## config.mk

```make
export PLATFORM = sky130hd
export DESIGN_NAME = psr_exception_unit
export DESIGN_NICKNAME = d
export VERILOG_FILES = /design/src/rtl/psr_exception_unit.sv
export SDC_FILE = /design/constraint.sdc
export NUM_CORES = 1
export LEC_CHECK = 0
export ABC_AREA = 1
export CAP_MARGIN = 30
export CORE_AREA = 4 4 176 178
export CTS_CLUSTER_DIAMETER = 120
export CTS_CLUSTER_SIZE = 30
export DETAILED_ROUTE_END_ITERATION = 10
export DIE_AREA = 0 0 180 182
export PLACE_DENSITY = 0.66
export SLEW_MARGIN = 0
export SYNTH_ARGS = -nofsm -noshare
export SYNTH_HDL_FRONTEND = slang
export SYNTH_SLANG_ARGS = --single-unit
```

## constraint.sdc

```tcl
create_clock -name clk -period 7.4 [get_ports clk]
set_clock_uncertainty 0.2 [all_clocks]
set_input_delay 1.48 -clock clk [delete_from_list [all_inputs] [get_ports clk]]
set_output_delay 1.48 -clock clk [all_outputs]
set_load 0.1 [all_outputs]
```

## src/rtl/psr_exception_unit.sv

```systemverilog
// CPSR and banked SPSR owner with prioritised FIQ/IRQ/UND/SWI entry and ERET return.
// Entry runs SAVE -> LINK -> VECTOR and drives the banked rf and PC write ports.
module psr_exception_unit #(
  parameter int unsigned NUM_IRQ  = 8,
  parameter logic [31:0] VEC_BASE = 32'h0000_0000
) (
  input  logic               clk,
  input  logic               rst,
  input  logic [NUM_IRQ-1:0] irq_req,
  input  logic               fiq_req,
  input  logic               und_req,
  input  logic               swi_req,
  input  logic               eret_req,
  input  logic [31:0]        eret_pc,
  input  logic               instr_boundary,
  input  logic [31:0]        pc_cur,
  input  logic               cpsr_wr_en,
  input  logic [31:0]        cpsr_wr_data,
  input  logic [3:0]         cpsr_wr_mask,
  input  logic               nzcv_wr_en,
  input  logic [3:0]         nzcv,
  output logic [31:0]        cpsr,
  output logic [31:0]        spsr_cur,
  output logic               rf_we,
  output logic [3:0]         rf_waddr,
  output logic [31:0]        rf_wdata,
  output logic [4:0]         rf_mode,
  output logic               pc_we,
  output logic [31:0]        pc_new,
  output logic [NUM_IRQ-1:0] irq_ack,
  output logic               busy
);

  localparam int unsigned IDX_W = (NUM_IRQ > 1) ? $clog2(NUM_IRQ) : 1;

  localparam logic [4:0] M_USR = 5'b10000;
  localparam logic [4:0] M_FIQ = 5'b10001;
  localparam logic [4:0] M_IRQ = 5'b10010;
  localparam logic [4:0] M_SVC = 5'b10011;
  localparam logic [4:0] M_UND = 5'b11011;
  localparam logic [4:0] M_SYS = 5'b11111;

  typedef enum logic [2:0] {S_IDLE, S_SAVE, S_LINK, S_VECTOR, S_RET} state_e;
  typedef enum logic [1:0] {EX_FIQ, EX_IRQ, EX_UND, EX_SWI} exc_e;

  state_e           state_q, state_d;
  exc_e             kind_q, kind_d;
  logic [31:0]      cpsr_q, cpsr_d;
  logic [31:0]      spsr_fiq_q, spsr_fiq_d, spsr_irq_q, spsr_irq_d;
  logic [31:0]      spsr_svc_q, spsr_svc_d, spsr_und_q, spsr_und_d;
  logic [31:0]      lr_q, lr_d, eret_pc_q, eret_pc_d;
  logic [IDX_W-1:0] idx_q, idx_d, irq_win;
  logic [4:0]       tgt_mode;
  logic [31:0]      vec_addr;
  logic [3:0]       mask_eff;
  logic             fiq_take, irq_take;

  function automatic logic mode_ok(input logic [4:0] m);
    case (m)
      M_USR, M_FIQ, M_IRQ, M_SVC, M_UND, M_SYS: return 1'b1;
      default:                                  return 1'b0;
    endcase
  endfunction

  // Scan downward so the lowest set index is the last assignment and wins.
  always_comb begin
    irq_win = '0;
    for (int unsigned i = NUM_IRQ; i > 0; i--) begin
      if (irq_req[i-1]) irq_win = IDX_W'(i - 1);
    end
  end

  always_comb begin
    case (kind_q)
      EX_FIQ:  begin tgt_mode = M_FIQ; vec_addr = VEC_BASE + 32'h1C; end
      EX_IRQ:  begin tgt_mode = M_IRQ; vec_addr = VEC_BASE + 32'h18; end
      EX_UND:  begin tgt_mode = M_UND; vec_addr = VEC_BASE + 32'h04; end
      default: begin tgt_mode = M_SVC; vec_addr = VEC_BASE + 32'h08; end
    endcase
  end

  always_comb begin
    case (cpsr_q[4:0])
      M_FIQ:   spsr_cur = spsr_fiq_q;
      M_IRQ:   spsr_cur = spsr_irq_q;
      M_SVC:   spsr_cur = spsr_svc_q;
      M_UND:   spsr_cur = spsr_und_q;
      default: spsr_cur = '0;
    endcase
  end

  assign fiq_take = fiq_req & ~cpsr_q[6];
  assign irq_take = (|irq_req) & ~cpsr_q[7];
  assign mask_eff = (cpsr_q[4:0] == M_USR) ? {cpsr_wr_mask[3], 3'b000} : cpsr_wr_mask;

  always_comb begin
    state_d    = state_q;
    kind_d     = kind_q;
    cpsr_d     = cpsr_q;
    spsr_fiq_d = spsr_fiq_q;
    spsr_irq_d = spsr_irq_q;
    spsr_svc_d = spsr_svc_q;
    spsr_und_d = spsr_und_q;
    lr_d       = lr_q;
    eret_pc_d  = eret_pc_q;
    idx_d      = idx_q;
    case (state_q)
      S_IDLE: begin
        if (instr_boundary && (fiq_take || irq_take || und_req || swi_req || eret_req)) begin
          state_d = S_SAVE;
          if (fiq_take) begin
            kind_d = EX_FIQ;
            lr_d   = pc_cur + 32'd4;
          end else if (irq_take) begin
            kind_d = EX_IRQ;
            lr_d   = pc_cur + 32'd4;
            idx_d  = irq_win;
          end else if (und_req) begin
            kind_d = EX_UND;
            lr_d   = pc_cur;
          end else if (swi_req) begin
            kind_d = EX_SWI;
            lr_d   = pc_cur;
          end else begin
            state_d   = S_RET;
            eret_pc_d = eret_pc;
          end
        end else begin
          // Flags first so a same-cycle MSR to byte 3 overrides them.
          if (nzcv_wr_en && !(cpsr_wr_en && cpsr_wr_mask[3])) cpsr_d[31:28] = nzcv;
          if (cpsr_wr_en) begin
            for (int unsigned b = 0; b < 4; b++) begin
              if (mask_eff[b]) cpsr_d[8*b +: 8] = cpsr_wr_data[8*b +: 8];
            end
            if (mask_eff[0] && !mode_ok(cpsr_wr_data[4:0])) cpsr_d[4:0] = cpsr_q[4:0];
          end
        end
      end
      S_SAVE: begin
        case (kind_q)
          EX_FIQ:  spsr_fiq_d = cpsr_q;
          EX_IRQ:  spsr_irq_d = cpsr_q;
          EX_UND:  spsr_und_d = cpsr_q;
          default: spsr_svc_d = cpsr_q;
        endcase
        cpsr_d[4:0] = tgt_mode;
        cpsr_d[5]   = 1'b0;
        cpsr_d[7]   = 1'b1;
        if (kind_q == EX_FIQ) cpsr_d[6] = 1'b1;
        state_d = S_LINK;
      end
      S_LINK:   state_d = S_VECTOR;
      S_VECTOR: state_d = S_IDLE;
      S_RET: begin
        case (cpsr_q[4:0])
          M_FIQ, M_IRQ, M_SVC, M_UND: cpsr_d = spsr_cur;
          default:                    cpsr_d = cpsr_q;
        endcase
        state_d = S_IDLE;
      end
      default: state_d = S_IDLE;
    endcase
  end

  always_ff @(posedge clk or posedge rst) begin
    if (rst) begin
      state_q    <= S_IDLE;
      kind_q     <= EX_FIQ;
      cpsr_q     <= 32'h0000_00D3;
      spsr_fiq_q <= '0;
      spsr_irq_q <= '0;
      spsr_svc_q <= '0;
      spsr_und_q <= '0;
      lr_q       <= '0;
      eret_pc_q  <= '0;
      idx_q      <= '0;
    end else begin
      state_q    <= state_d;
      kind_q     <= kind_d;
      cpsr_q     <= cpsr_d;
      spsr_fiq_q <= spsr_fiq_d;
      spsr_irq_q <= spsr_irq_d;
      spsr_svc_q <= spsr_svc_d;
      spsr_und_q <= spsr_und_d;
      lr_q       <= lr_d;
      eret_pc_q  <= eret_pc_d;
      idx_q      <= idx_d;
    end
  end

  always_comb begin
    rf_we    = 1'b0;
    rf_waddr = '0;
    rf_wdata = '0;
    rf_mode  = '0;
    pc_we    = 1'b0;
    pc_new   = '0;
    irq_ack  = '0;
    case (state_q)
      S_LINK: begin
        rf_we    = 1'b1;
        rf_waddr = 4'd14;
        rf_wdata = lr_q;
        rf_mode  = tgt_mode;
      end
      S_VECTOR: begin
        pc_we  = 1'b1;
        pc_new = vec_addr;
        if (kind_q == EX_IRQ) irq_ack = NUM_IRQ'(1) << idx_q;
      end
      S_RET: begin
        pc_we  = 1'b1;
        pc_new = eret_pc_q;
      end
      default: ;
    endcase
  end

  assign cpsr = cpsr_q;
  assign busy = (state_q != S_IDLE);

endmodule

```

==> reports/results.txt, run 1 <==
The flow ran to the end, and the final reports show no timing, DRC or antenna violations. The least setup slack across all paths after layout was 1.526 ns; the share of layout cells above drive strength 1 was 5.305%. After clock tree synthesis, the setup repair step added 0 buffers. The total congestion overflow is 0. From synthesis to final layout, the design area changed by 29.31%. In the final timing run, aggregate negative setup slack is 0 ns. The design draws 6078 uW. The post-synthesis register bit count works out to 232. Summed over all cells, the static leakage comes to 0.006887 uW.

For the hold-fix buffer count after cts, the log shows 0. Along the worst path, the maximum fanout reaches 20. The logs give 0.3372 mV for the peak supply drop and 2143 for the final cell count without fillers. Derived from the worst setup path, the maximum achievable clock frequency is 170.3 MHz. The number of top-level pins was 269. Measured along the x axis, the die boundary spans 180 um. The number of levels the H-tree was split into was 1; the max-slew violation count was 0. The worst hold path belongs to the class flip-flop to flip-flop. The critical path is of the flip-flop to output pin type.

Number of instances in the placed design: 2128. Across the run, the number of max-cap violations was 0. The proportion of synthesized chip area in sequential cells came out at 49.94%. Setup repair after global routing left no endpoint under its margin. The mean number of vias per cell was 4.976. STA puts the critical path data required time at 5.72 ns. TritonCTS built the clock tree. At the worst endpoint, the arrival time is 4.19 ns. The count of unique library cells instantiated by Yosys is 42. Yosys attributes the largest share of cell area to sky130_fd_sc_hd__dfrtp_1 49%, sky130_fd_sc_hd__nand2_1 16%, sky130_fd_sc_hd__o21ai_0 9.1%. The number of antenna diodes in the final layout is 0.

Routability-driven placement finished with a final weighted congestion of 0.8773. The power per unit of standard cell area is 403.9 nW/um2. Clock-pin slew was measured on the worst setup and hold paths at 0.12 ns.

The total global-route track usage is 20.91%. Core box area: 29400 um2. The final route contains 10.66k vias. The logs give 232 for the total clock sinks and 0 for the count of unresolved DRC violations after routing. The clock buffer count from CTS is 11, and the final critical delay including setup and external delays is 5.874 ns. Hold is met by 0.2962 ns. Summing every instance area after synthesis gives 11640 um2. For the pin with the worst max-slew slack, the measured transition is 1.053 ns. The routed design has 35.10 mm of wire. Global-route wire length before repair: 56.57 mm.

In this run, the number of DRC markers left after iteration 0 of detailed routing was 753. The mean area per synthesized cell works out to 7.616 um2. The pre-antenna-repair detailed-routing pass consisted of 7 iterations. In the final routed layout, each cell accounts on average for 16.38 um. Measured along the y axis, the die boundary spans 182 um.

The remaining max-slew budget at the tightest pin was 29.55%. The tools report the endpoint class of the critical path as an output pin. The clock passes through at most 3 buffers. In this run the tool buffered the top-level ports with 266 buffer cells. The tools report the initial antenna violation count as 4.

The placement row count came out at 63. The number of nets in the layout came out at 1874. The tools report the total setup violations reported at the end of the flow as 0. The floorplan step defined a die boundary enclosing 32760 um2. The worst path uses 79.37% of the clock period.

The number of global-route vias before repair is 10.52k, and the clock latency at the later pin of the worst-skew pair is 0.49 ns. Detailed placement ended at an HPWL of 24.81 mm. The worst setup path is launched from a flip-flop. The initial core utilization is 39.58%.

The setup slack at placement is 2.031 ns. Once the clock tree was built, the resizer swapped 0 gates to a different size. The number of hold violations in the final report is 0, and the number of warnings printed during yosys synthesis is 0. CTS placed an instance of sky130_fd_sc_hd__clkbuf_16 at the clock tree root.

Summed over its instances, the top area cell type makes up 48.81% of the synthesized netlist area. The largest total area in the synthesized netlist belongs to sky130_fd_sc_hd__dfrtp_1. The count of nets left with antenna violations once routing finished came out at 0.

Entering global routing, the biggest net connects 66 pins. Synthesis produced 1528 cells.
==> where the power goes <==
part           internal, uW  switching (uW)  total, uW
Combinational           828            2480       3310
Clock                   278             408        686
Sequential             1790             298       2090
==> kinds of logic (layout without fill, tap and decap cells) <==
logic type,count (synthesis),count (layout),share of synthesized area (%)
compound gates,302,302,13.92
xor+xnor,9,9,0.6774
fa+ha+maj,1,1,0.1075
buf+inv,250,474,9.053
flops,232,232,49.94
mux,1,1,0.08602
other cells,1,2,0.03222
simple gates,732,732,26.18
==> cells in the final DEF (no fill, tap or decap), drive strengths merged, types with 4 or more instances in the layout <==
master and count:
or2 8, o22ai 11, clkbuf 13, buf 26, a21oi 14, nor2 131
inv 169, xor2 7, nand2 493, o21ai 256, nand4 41, a21boi 7
clkdlybuf4s50 265, nand3 44, dfstp 5, nor3 12, dfrtp 227, o21bai 4
==> metrics by stage <==
step	utilization (%)	area (um2)
floorplan	-	11640
global placement	49.29	14490
detailed placement	50.12	14740
CTS	51.11	15030
global route	51.18	15050
finish	51.18	15050
==> area by class of cell <==
| type | count | area, um2 |
|---|---|---|
| fillers | 2819 | 14350 |
| flip-flops and latches | 232 | 5812 |
| multi-input cells | 1047 | 4788 |
| repair buffers | 291 | 3030 |
| inverters | 169 | 638.1 |
| well taps | 390 | 488.0 |
| clock buffers | 13 | 282.8 |
| clock inverters | 1 | 8.758 |
==> critical path, stage by stage, from the launching register on <==
cell                              delay [ns]
sky130_fd_sc_hd__dfstp_2                0.61
sky130_fd_sc_hd__inv_2                  0.08
sky130_fd_sc_hd__nor2_2                 0.69
sky130_fd_sc_hd__nand3_2                0.65
sky130_fd_sc_hd__o21ai_0                0.37
sky130_fd_sc_hd__nor2_1                 0.08
sky130_fd_sc_hd__inv_1                  0.07
sky130_fd_sc_hd__clkdlybuf4s50_1        1.15
==> registers in the layout, indices dropped and copies added (netlist names) <==
name,count
spsr_fiq_q,32
spsr_svc_q,32
kind_q,2
idx_q,3
spsr_und_q,32
eret_pc_q,32
state_q,3
spsr_irq_q,32
cpsr,32
lr_q,32
==> worst paths after layout <==
check                                from        endpoint  slack, ns  cells after the start
max                               cpsr[4]     spsr_cur[6]       1.53                      7
min                        spsr_svc_q[18]  spsr_svc_q[18]       0.30                      2
max reg2reg                       cpsr[4]        cpsr[19]       3.83                     11
min reg2reg                spsr_svc_q[18]  spsr_svc_q[18]       0.30                      2
max in group asynchronous             rst        cpsr[10]       4.81                      4
min in group asynchronous             rst         lr_q[9]       1.00                      2
==> metal layers <==
layer  wire, um  vias to the layer above  part of all wire, %  track usage, %
met5         59                        -                 0.17               0
li1           -                     5285                    -               -
met3       2913                       31                  8.3           6.210
met4        364                        8                  1.0           3.017
met2      16190                      343                   46           35.01
met1      15570                     4996                   44           27.70
==> Yosys cell counts, drive strengths merged <==
master / n
o2111ai: 3
buf: 41
conb: 1
nand3b: 3
mux2i: 1
o22ai: 11
o21ai: 256
nor2: 131
nor3: 12
inv: 169
o211ai: 3
a31oi: 2
dfrtp: 227
o31ai: 2
nand2: 493
dfstp: 5
or2: 8
nand4: 41
xor2: 7
a21boi: 7
xnor2: 2
clkbuf: 40
a21oi: 14
nand3: 44
o21bai: 4
ha: 1
No activity file was read; power rests on OpenSTA's default activity.
==> run 2, diff against run 1 <==
clock period = 4.95 ns   (was 7.4 ns; I/O delays follow)
==> run 2 against run 1 <==
Sequential power rose by 49%. Count of clock-buffer cells in the layout rose by 1. Critical path type unchanged. Register-to-register slack got worse by 1.9 ns. First-iteration DRC count rose by 6.5%. Combinational power rose by 53%. Non-clock buffer count fell by 6. Critical endpoint is now spsr_cur[19]. Via count rose by 0.16%.
==> reports/results.txt, run 2 (synthesis gave the netlist of run 1 again) <==
At the pin with the least slew margin, the transition time is 1.036 ns. In this run the power density over the cells is 607.4 nW/um2. The CTS root buffer was sky130_fd_sc_hd__clkbuf_16.

The number of gates resized after CTS was 0. The worst setup path is captured at an output pin. VDD sags by at most 0.4378 mV. The logs give 1 for the number of levels the H-tree was split into and 0 for the number of max-cap violations. For the number of nets with antenna violations after routing, the log shows 0. After detailed routing, the average wire length per cell comes to 16.36 um. Setup repair after global routing left no endpoint under its margin. In the layout the commonest cells are 483 x sky130_fd_sc_hd__nand2_1, 227 x sky130_fd_sc_hd__dfrtp_1, 211 x sky130_fd_sc_hd__o21ai_0, 158 x sky130_fd_sc_hd__inv_1, 157 x sky130_fd_sc_hd__clkdlybuf4s50_1. The instance count along the most critical hold path is 2.

The total congestion overflow is 0. The die covers 32760 um2. The number of global-route vias before repair was 10.62k. Setup violations remaining at the end of the flow were counted as 0. The region available for standard cell placement spans 29400 um2. TritonCTS built the clock tree. Relative to the synthesized area, the layout overhead comes to 30.27%. After clock tree synthesis, the clock-pin slew on the worst setup and hold paths is 0.12 ns. The number of cells on the worst reg-to-reg path is 12.

Across the whole layout, storage elements account for 5812 um2. For the combined area of the multi-input logic cells, the log shows 4798 um2. Dividing the final minimum period by the clock period gives 84.84%.

The tools report the start point of the critical path as cpsr[2]. The library cell used most frequently in the layout, excluding fill and tap cells, is sky130_fd_sc_hd__nand2_1. The pin count of the biggest net entering global routing is 170. Hold repair after CTS inserted 0 buffers. At the end of the flow, the number of nets in the layout was 1868. Summed over all cells, the static leakage comes to 0.007166 uW.

After filler insertion, the fill cell instance count of the layout stands at 2824. After legalization and detailed placement, the total HPWL measured 24.92 mm. Headroom to the max-slew limit came out at 30.72%. The run gives 3.01 ns as the arrival time reported for the critical path endpoint. The placer's final routability congestion estimate came out at 0.8937. Maximum net fanout on the critical path: 17. The worst hold-check path type is flip-flop to flip-flop.

The total clock sinks was 232. The path with the worst hold slack has its endpoint at spsr_fiq_q[1]. The tools report the clock latency at the later pin of the worst-skew pair as 0.48 ns.

The least setup slack across all paths after layout is 0.7505 ns. The max-slew violation count came out at 0. The startpoint identified for the worst hold timing path is spsr_fiq_q[1]. The smallest clock period supported by the final layout is computed as 4.200 ns.

The flow ran to the end, and the final reports show no timing, DRC or antenna violations. The first TritonRoute pass finished after 7 iterations. STA classifies the critical path startpoint as a flip-flop.

The highest cell delay on the worst timing path works out to 0.76 ns. For the via total after detailed routing, the log shows 10.68k. Adding up every negative setup slack in the final design gives 0 ns.

The worst setup path is of the flip-flop to output pin kind. The number of input and output port buffers inserted came out at 266. The routed design has 34.98 mm of wire. The die height was 182 um; the maximum clock insertion buffer count was 3.

The number of top-level pins is 269, and the count of unresolved DRC violations after routing is 0. The logs give 0 for the number of hold violations in the final report and 63 for the placement row count. Dividing the detail-routed via count by the number of cells gives 4.995.

Total global-route track usage: 20.89%. The setup slack at placement is 1.337 ns, and the share of layout cells above drive strength 1 is 11.27%. The required time of the critical path was 3.76 ns.

The first global-routing pass estimated 56.59 mm of wire. The tools report the initial antenna violation count as 3. For the maximum frequency from static timing analysis, the log shows 238.1 MHz. Buffers added to address setup during post-CTS repair amount to 0. The clock buffer count from CTS was 11. The detailed router finished its first iteration with 802 violations. The floorplan die width came out at 180 um.

The logs give 0 for the antenna cell count and 39.58% for the initial core utilization. Setup slack on the worst reg-to-reg path comes out at 1.97 ns. For this design, the slowest cell found on the critical path is sky130_fd_sc_hd__nor2_2. The worst register-to-register path ends at cpsr[17].

Traced cell by cell, the critical path runs through nor2_2 -> nand2_1 -> nor2_2 -> buf_12 -> nand2_1 -> o21ai_0 -> or2_1 -> buf_12. The reg-to-reg critical path startpoint was cpsr[4].
## run 2: worst max-delay path by stage
stage	end	slack, ns	depth (start not counted)
3_5_place_dp	spsr_cur[19]	1.34	8
4_1_cts	spsr_cur[19]	0.80	8
6_report	spsr_cur[19]	0.75	8
3_3_place_gp	spsr_cur[10]	1.39	8
2_1_floorplan	rf_wdata[22]	0.14	4
5_1_grt	spsr_cur[19]	0.60	8
## run 2: layout make-up
class / count / share of cell area, %
multi-input combinational: 1047 / 31.65
sequential: 232 / 38.34
clock buffer: 14 / 1.890
timing repair buffer: 285 / 20.63
clock inverter: 1 / 0.05777
inverter: 169 / 4.209
tap: 390 / 3.219
## run 2: power breakdown
| group | leakage (uW) | internal, uW | switching (uW) | total [uW] |
|---|---|---|---|---|
| clock network | 0.000144 | 419 | 608 | 1030 |
| registers | 0.00296 | 2670 | 449 | 3120 |
| logic | 0.00406 | 1300 | 3760 | 5060 |
| total | 0.00717 | 4400 | 4810 | 9210 |
## run 2: worst max-delay path: cells and delay by family, from the launching register on
family | cells | cell delay (ns)
AOI/OAI and AO/OA | 1 | 0.08
buffers and inverters | 2 | 0.46
DFF | 1 | 0.45
and+or+nand+nor | 5 | 1.53
## run 2: per-layer routing
layer  track usage (%)  part of all wire (%)
met1             28.00                    44
met2             34.77                    46
met3             5.609                   8.6
met4             3.444                   1.2
met5                 0                 0.083
## run 2: per-stage QoR
step | util (%) | hold WS [ns] | power, uW | std cells | area [um2]
2_1_floorplan | - | 0.2488 | 6751 | 1529 | 11650
3_3_place_gp | 49.93 | 0.2655 | 8013 | 2116 | 14680
3_5_place_dp | 50.56 | 0.2704 | 8247 | 2123 | 14860
4_1_cts | 51.56 | 0.3016 | 9297 | 2138 | 15160
5_1_grt | 51.56 | 0.3159 | 9796 | 2138 | 15160
6_report | 51.56 | 0.2968 | 9208 | 2138 | 15160
==> run 3, diff against run 2 <==
clock period = 3.6 ns   (was 4.95 ns; I/O delays follow)
==> run 3 against run 2 <==
Clock power increased by 37%. Total power increased by 36%. Flip-flop and latch count unchanged. Final cell count increased by 0.42%. Combinational power increased by 35%. Highest routed layer unchanged. Critical path type unchanged.
==> reports/results.txt, run 3 (synthesis gave the netlist of run 1 again) <==
After layout, the worst setup slack is 0.1690 ns. The tools report the total setup violations reported at the end of the flow as 0. For the pin with the worst max-slew slack, the measured transition is 0.7720 ns. The floorplan step set the die width to 180 um. The worst pin sits at a relative slew slack of 48.53%. The final critical delay including setup and external delays was 3.431 ns. Together, buffers and inverters on the worst path number 4. In this run the static leakage power is 0.007324 uW.

The core region is 29400 um2. For this block, the routed nets add up to 35.44 mm of wire. With fillers left out, the area of the finished cells amounts to 15510 um2.

The worst setup path is captured at an output pin. Clock buffer count from CTS: 11. Startpoint kind of the worst setup timing path: a flip-flop. The tools report the peak supply drop as 0.9233 mV.

On the critical path, the stage with the largest delay is an instance of sky130_fd_sc_hd__dfstp_2. The first global-routing pass estimated 57.50 mm of wire. The number of top-level pins was 269. The library cells used most frequently in the layout, excluding fill and tap cells, are 483 x sky130_fd_sc_hd__nand2_1, 227 x sky130_fd_sc_hd__dfrtp_1, 211 x sky130_fd_sc_hd__o21ai_0, 158 x sky130_fd_sc_hd__inv_1. The share of layout cells above drive strength 1 works out to 14.36%. The via total after detailed routing is 10.68k, and the arrival time reported for the critical path endpoint is 2.51 ns. Clock tree synthesis found a total of 232 sinks. Setup repair after global routing left no endpoint under its margin. Most common cell after layout, fill and taps aside: sky130_fd_sc_hd__nand2_1. The count of unresolved DRC violations after routing was 0; the number of nets with antenna violations after routing was 0.

At the end of routability-driven placement, the weighted congestion stood at 0.9059. Entering global routing, the biggest net connects 116 pins. The HPWL after detailed placement is 25.75 mm. Dividing the detail-routed via count by the number of cells gives 4.973.

Clock latency on the worst-skew pair, taken at its later pin, is 0.48 ns. In the global route stage, overall resource usage came out at 21.27%. The maximum net fanout on the critical path was 27.

The tools report the instance area after placement as 15210 um2. The critical path in this run is classified as flip-flop to output pin. After detailed routing, the average wire length per cell comes to 16.50 um.

The run gives 10.67k as the number of global-route vias before repair. The min-delay analysis places its worst path in the category flip-flop to flip-flop. The final period utilization is 95.31%. The cell class contributing the biggest share of worst-path delay was buffers and inverters.

During placement, the flow inserted port buffers numbering 266. The clock-pin slew on the worst setup and hold paths is 0.12 ns, and the max-slew violation count is 0. The highest cell delay on the worst timing path came out at 0.57 ns. After filler insertion, the fill cell instance count of the layout stands at 2743.

After the first detailed-routing iteration, the DRC count stood at 806. The tools report the hold slack as 0.2975 ns. The number of detailed-route iterations in the first pass came out at 5.

The initial core utilization is 39.58%, and the die height is 182 um. The power per unit of standard cell area works out to 806.6 nW/um2. No sink is reached through more buffers than the 3 on the longest clock path. The growth of design area from synthesis to finish works out to 33.32%.

The CTS root buffer was sky130_fd_sc_hd__clkbuf_16. The tool flagged a number of max-cap violations equal to 0. Hold repair after CTS inserted 0 buffers.

The run gives 63 as the placement row count. The die covers 32760 um2. The logs give 1875 for the number of nets in the layout and 2.68 ns for the required time of the critical path. OpenSTA, run right after detailed placement, puts the worst setup slack at 0.5553 ns. The maximum frequency from static timing analysis was 291.5 MHz; the overall power consumption was 12510 uW.

Global routing finished with a remaining overflow of 0. The logs give 0 for the number of hold violations in the final report and 2130 for the number of instances in the placed design. TritonCTS built the clock tree. The run finished with clean final reports.

Walking the worst path, the cells encountered are buf_4 -> inv_2 -> nand2_1 -> nor2_2 -> buf_12 -> nand2_1 -> o21ai_0 -> or2_2 -> buf_12. The tools report the initial antenna violation count as 6. After the flow finishes, the layout carries non-filler instances totaling 2147. Number of levels the H-tree was split into: 1.
-- run 3: changes by cell type in the layout (fill, tap and decap cells not counted), moves of 6 or more --
cell / delta
sky130_fd_sc_hd__clkdlybuf4s50_1: -37
sky130_fd_sc_hd__buf_4: +15
sky130_fd_sc_hd__buf_12: +35
sky130_fd_sc_hd__nor3_2: +7
sky130_fd_sc_hd__nor3_1: -8
sky130_fd_sc_hd__buf_16: -6
-- run 3: worst min-delay path, cell delays in order, from the launching register on --
cell	delay, ns
sky130_fd_sc_hd__dfrtp_1	0.36
sky130_fd_sc_hd__nand2_1	0.05
sky130_fd_sc_hd__o21ai_0	0.06
-- run 3: where the power goes --
group,switching [uW],total (uW),internal [uW]
clock,831,1410,577
sequential,608,4280,3670
combinational,5180,6830,1650
-- run 3: per-layer routing --
metal	global-route usage (%)	part of all wire [%]	vias to the layer above
li1	-	-	5288
met1	27.60	43	4958
met2	35.04	46	364
met3	6.671	9.2	57
met4	4.998	2.2	10
met5	0	0.16	-
-- run 3: path summary, 6_finish.rpt --
kind,start,endpoint,slack [ns],depth (start not counted)
setup / recovery,cpsr[1],spsr_cur[5],0.17,9
hold / removal,lr_q[4],lr_q[4],0.30,2
setup reg to reg,cpsr[2],cpsr[20],1.02,11
hold reg to reg,lr_q[4],lr_q[4],0.30,2
max in group asynchronous,rst,eret_pc_q[26],2.00,3
min in group asynchronous,rst,cpsr[30],0.58,3
-- run 3: timing repair --
| item | CTS | global route |
|---|---|---|
| setup endpoints to repair | 0 | 10 |
| gates resized for setup | 0 | 1 |
| setup buffers | 0 | 0 |
-- run 3: per-stage QoR --
step / TNS (ns) / util, %
2_1_floorplan: -93.06 / -
3_5_place_dp: 0 / 51.72
6_report: 0 / 52.77
5_1_grt: 0 / 52.76
4_1_cts: 0 / 52.73
3_3_place_gp: 0 / 51.72
-- run 3: layout make-up --
cell class,instances,area (um2),area share (%)
inverters,169,638.1,4.113
well taps,390,488.0,3.145
flip-flops and latches,232,5812,37.46
clock buffers,14,286.5,1.847
diodes,2,5.005,0.03226
multi-input cells,1047,4871,31.40
clock inverters,1,8.758,0.05645
repair buffers,292,3406,21.95
